### src/rtl/matrix_row_engine.sv
// Row-at-a-time 3x3 matrix multiplier on a single MAC. Each rising edge of an
// unload strobe queues one row of C = A*B, and the row's elements stream out.
module matrix_row_engine #(
  parameter int DW   = 8,
  parameter int ACCW = 2*DW+2
) (
  input  logic            clk,
  input  logic            rst_n,
  input  logic            load_en,
  input  logic            load_sel,
  input  logic [3:0]      load_addr,
  input  logic [DW-1:0]   load_data,
  input  logic            unload1,
  input  logic            unload2,
  input  logic            unload3,
  output logic            busy,
  output logic            res_valid,
  output logic [3:0]      res_addr,
  output logic [ACCW-1:0] res_data,
  output logic            row_done,
  output logic            done,
  output logic            err
);

  typedef enum logic [1:0] {S_IDLE, S_MAC, S_WRITE, S_ROWEND} state_t;

  state_t            state_q, state_d;
  logic [DW-1:0]     a_q [9];
  logic [DW-1:0]     a_d [9];
  logic [DW-1:0]     b_q [9];
  logic [DW-1:0]     b_d [9];
  logic [2:0]        unload_prev_q, unload_prev_d;
  logic [2:0]        pending_q, pending_d;
  logic [2:0]        completed_q, completed_d;
  logic              done_q, done_d;
  logic              err_q, err_d;
  logic [1:0]        row_q, row_d;
  logic [1:0]        col_q, col_d;
  logic [1:0]        m_q, m_d;
  logic [ACCW-1:0]   acc_q, acc_d;

  logic [2:0]        unload_vec, rise, clear;
  logic [1:0]        sel_row;
  logic [3:0]        a_idx, b_idx;
  logic [2*DW-1:0]   prod;
  logic              busy_int;

  assign unload_vec = {unload3, unload2, unload1};
  assign rise       = unload_vec & ~unload_prev_q;
  assign a_idx      = 4'(row_q) * 4'd3 + 4'(m_q);
  assign b_idx      = 4'(m_q) * 4'd3 + 4'(col_q);
  assign prod       = a_q[a_idx] * b_q[b_idx];
  // ROWEND with work queued behaves like IDLE, so the engine stays busy.
  assign busy_int   = (state_q == S_MAC) || (state_q == S_WRITE) ||
                      ((state_q == S_ROWEND) && (pending_q != 3'b000));
  assign sel_row    = pending_q[0] ? 2'd0 : (pending_q[1] ? 2'd1 : 2'd2);

  always_comb begin
    state_d       = state_q;
    a_d           = a_q;
    b_d           = b_q;
    unload_prev_d = unload_vec;
    completed_d   = completed_q;
    err_d         = 1'b0;
    row_d         = row_q;
    col_d         = col_q;
    m_d           = m_q;
    acc_d         = acc_q;
    clear         = 3'b000;

    case (state_q)
      S_IDLE, S_ROWEND: begin
        state_d = S_IDLE;
        if (pending_q != 3'b000) begin
          clear   = 3'b001 << sel_row;
          row_d   = sel_row;
          col_d   = 2'd0;
          m_d     = 2'd0;
          acc_d   = '0;
          state_d = S_MAC;
        end
      end
      S_MAC: begin
        acc_d = acc_q + ACCW'(prod);
        if (m_q == 2'd2) begin
          m_d     = 2'd0;
          state_d = S_WRITE;
        end else begin
          m_d = m_q + 2'd1;
        end
      end
      S_WRITE: begin
        acc_d = '0;
        if (col_q == 2'd2) begin
          completed_d[row_q] = 1'b1;
          state_d            = S_ROWEND;
        end else begin
          col_d   = col_q + 2'd1;
          state_d = S_MAC;
        end
      end
      default: state_d = S_IDLE;
    endcase

    pending_d = (pending_q & ~clear) | rise;

    if (load_en) begin
      if (busy_int || (load_addr > 4'd8)) begin
        err_d = 1'b1;
      end else begin
        if (load_sel) b_d[load_addr] = load_data;
        else          a_d[load_addr] = load_data;
        completed_d = 3'b000;
      end
    end

    done_d = (completed_d == 3'b111);
  end

  always_ff @(posedge clk or negedge rst_n) begin
    if (!rst_n) begin
      state_q       <= S_IDLE;
      for (int k = 0; k < 9; k++) begin
        a_q[k] <= '0;
        b_q[k] <= '0;
      end
      unload_prev_q <= '0;
      pending_q     <= '0;
      completed_q   <= '0;
      done_q        <= 1'b0;
      err_q         <= 1'b0;
      row_q         <= '0;
      col_q         <= '0;
      m_q           <= '0;
      acc_q         <= '0;
    end else begin
      state_q       <= state_d;
      a_q           <= a_d;
      b_q           <= b_d;
      unload_prev_q <= unload_prev_d;
      pending_q     <= pending_d;
      completed_q   <= completed_d;
      done_q        <= done_d;
      err_q         <= err_d;
      row_q         <= row_d;
      col_q         <= col_d;
      m_q           <= m_d;
      acc_q         <= acc_d;
    end
  end

  assign busy      = busy_int;
  assign res_valid = (state_q == S_WRITE);
  assign res_addr  = res_valid ? (4'(row_q) * 4'd3 + 4'(col_q)) : 4'd0;
  assign res_data  = res_valid ? acc_q : '0;
  assign row_done  = (state_q == S_ROWEND);
  assign done      = done_q;
  assign err       = err_q;

endmodule
### config.mk
export PLATFORM = sky130hd
export DESIGN_NAME = matrix_row_engine
export DESIGN_NICKNAME = d
export VERILOG_FILES = /design/src/rtl/matrix_row_engine.sv
export SDC_FILE = /design/constraint.sdc
export NUM_CORES = 1
export LEC_CHECK = 0
export BUFFER_PORTS_ARGS = -buffer_cell sky130_fd_sc_hd__buf_2
export CAP_MARGIN = 25
export CELL_PAD_IN_SITES_DETAIL_PLACEMENT = 1
export CELL_PAD_IN_SITES_GLOBAL_PLACEMENT = 1
export CORE_MARGIN = 4
export CORE_UTILIZATION = 40
export DETAILED_ROUTE_END_ITERATION = 8
export PLACE_DENSITY_LB_ADDON = 0.3
export REMOVE_ABC_BUFFERS = 1
export SYNTH_ARGS = -nofsm -noshare
export SYNTH_HDL_FRONTEND = slang
export SYNTH_SLANG_ARGS = --single-unit
### constraint.sdc
create_clock -name clk -period 9.6 [get_ports clk]
set_clock_uncertainty 0.05 [all_clocks]
set_input_delay 1.44 -clock clk [delete_from_list [all_inputs] [get_ports clk]]
set_output_delay 1.44 -clock clk [all_outputs]
set_load 0.1 [all_outputs]
==> metrics.cfg <==
[outcome]
status=finished, final reports clean

[cts]
cts.sinks=181
clockBufferDepth=2
postCtsResizedCells=0
cts_root_buf=clkbuf_16
worstSkewPairLatency_ns=0.44
cts_setup_buffers=0
h-tree-depth=4
cts_buffers=17
clkTransAtPathRegs_ns=0.08
cts_hold_buf=0
cts_tree=yes

[global_routing]
gr-usage-met3_pct=2.56
grt_use_met2_pct=30.0
grt_max_degree=111
grt_util_met1_pct=26.4
grt_pass1_wl_mm=45.1
grt-busiest-layer=met2
grt_pass1_vias=7928
antenna_found_initial=0
overflow=0
globalRouteTotalUtil_pct=18.4

[logic_synthesis]
yosys_register_bits=181
ys_seq_area_share_pct=39.7
synth-edff-count=0
syn_inst=970
synth-warning-count=0
yosys-top-cells-area=dfrtp_1 (40%), mux2_2 (15%), fa_1 (9.5%)
yosysTopAreaCell=dfrtp_1
synth_top_area_share_pct=39.7
yosys.cell_types.count=61
synthFlopType=dfrtp_1
ys_async_sr_fraction_pct=100
avgSynthCellArea_sq_um=11.8
synthesis.area_sq_um=11400

[power_and_ir_drop]
pwr_density_cell_nw_per_um2=148
p_leak_nw=6.36
irDropWorstVdd_uv=107

[timing]
hold_viol_final=0
tns_ns=0
setup_slack_ns=1.80
min_period_over_period_pct=81.2
finalSetupViolations=0
rsz0062_at_grt=no
slew_headroom_pct=33.2
worstMarginPinSlew_ns=0.992
hold_slack_ns=0.372
period_needed_ns=7.80
fmax_mhz=128
drv_slew=0

[finish]
multi_input_area_sq_um=6280
layout_common_cells=dfrtp_1 (181), mux2_2 (153), inv_1 (115)
final_util_pct=45.1
n_antenna_cell=0
layout_commonest_cell=dfrtp_1
fillCellCount=3039
syn2layout_area_growth_pct=10.4
ff_latch_area_sq_um=4530
drive_above_1_share_pct=29.5
finalNetCount=1130

[route]
num_vias=7291
avgViaCountPerCell=5.25
drc=0
totalWireLength_mm=27.6
ant_nets=0
drtPass1Iterations=4
first_iter_violations=341
wl_per_cell_um=19.9

[placed_design]
finalWeightedCongestion=0.780
portBuffers=45
dp_hpwl_mm=20.1
dp_slack_ns=1.75

[die]
start_util_pct=40.9
die_x_um=177
coreArea_sq_um=27900
design.die.area_sq_um=31300
rows=61
num_io_pins=46
die_h_um=177

[setup_path]
startpoint_type=flip-flop
reg2reg_slack_ns=1.80
critical_path_class=flip-flop to flip-flop
crit_fanout=9
worst_ep_required_time_ns=9.88
worst_ep_arrival_time_ns=8.07
end_kind=flip-flop

[worst_hold_path]
hp-class=flip-flop to flip-flop

[run]
drv_cap=0

## synth_stat cells (all sizes together) (3+ instances only)
cell type,instances
a22o,4
nand4,5
nor2b,9
mux2i,11
o31ai,4
a21oi,26
nor4,5
mux4,32
xor2,5
buf,16
o21ai,26
nand2b,15
nand3,13
fa,54
and3,6
nor3,6
mux2,153
and2,10
nand2,47
o41ai,3
o21a,4
a21o,12
ha,58
clkbuf,23
inv,115
xnor2,6
a31oi,3
o211ai,3
nor2,86
dfrtp,181
or2,11
## routing by layer
| layer | vias to the layer above | routed length (um) |
|---|---|---|
| met5 | - | 0 |
| met4 | 0 | 471 |
| met3 | 32 | 789 |
| met2 | 92 | 13200 |
| met1 | 3796 | 13100 |
| li1 | 3371 | - |
## power by group
part / switching [W] / total (W) / internal (W)
combinational: 0.000223 / 0.000336 / 0.000113
clock: 0.000364 / 0.000741 / 0.000377
sequential: 0.0000133 / 0.000793 / 0.000780
## through the flow
| step | power [W] | instance area, sq um | cells |
|---|---|---|---|
| floorplan | 0.00102 | 11200 | 931 |
| global placement | 0.00114 | 12000 | 1357 |
| global route | 0.00195 | 12600 | 1390 |
| detailed placement | 0.00114 | 12000 | 1357 |
| finish | 0.00187 | 12600 | 1390 |
| CTS | 0.00188 | 12600 | 1389 |
## critical path, stage by stage (launching register included)
cell	delay, ns
dfrtp_1	0.47
inv_1	0.16
fa_1	0.55
inv_1	0.06
ha_1	0.20
fa_1	0.73
nor2_1	0.19
nand2_1	0.09
nor2_1	0.50
a21oi_1	0.37
or2_1	0.34
fa_1	0.51
fa_1	0.54
inv_1	0.06
fa_1	0.52
inv_1	0.05
fa_1	0.52
inv_1	0.04
ha_1	0.35
a21o_1	0.20
a21oi_1	0.18
a21oi_1	0.16
or3_1	0.38
and4b_1	0.20
a221o_1	0.25
## sequential cells by signal, indices dropped and copies added (netlist names), 2 cells and up
name           count
completed_q        3
acc_q             18
b_q               72
m_q                2
a_q               72
pending_q          3
state_q            2
unload_prev_q      3
col_q              2
row_q              2
## final timing paths
path,from,endpoint,depth (start not counted)
min in group asynchronous,rst_n,acc_q[16],1
min,unload_prev_q[1],pending_q[1],1
max reg2reg,m_q[1],acc_q[17],24
max,m_q[1],acc_q[17],24
min reg2reg,unload_prev_q[1],pending_q[1],1
max in group asynchronous,rst_n,a_q[40],2
## final cells by class
type	instances	share of cell area [%]
Clock buffer	17	3.38
Clock inverter	15	1.46
Inverter	115	3.43
Multi-Input combinational cell	635	49.8
Sequential cell	181	35.9
Tap cell	378	3.75
Timing Repair Buffer	49	2.25
## cell families (layout without fill, tap and decap cells)
family / Yosys count / in the layout / synth area share, %
simple gates: 219 / 219 / 9.83
mux: 196 / 196 / 22.4
flops: 181 / 181 / 39.7
buf+inv: 154 / 196 / 5.43
fa+ha+maj: 112 / 112 / 15.8
compound gates: 97 / 97 / 5.91
xor+xnor: 11 / 11 / 0.909
(Power assumes the default switching activity.)
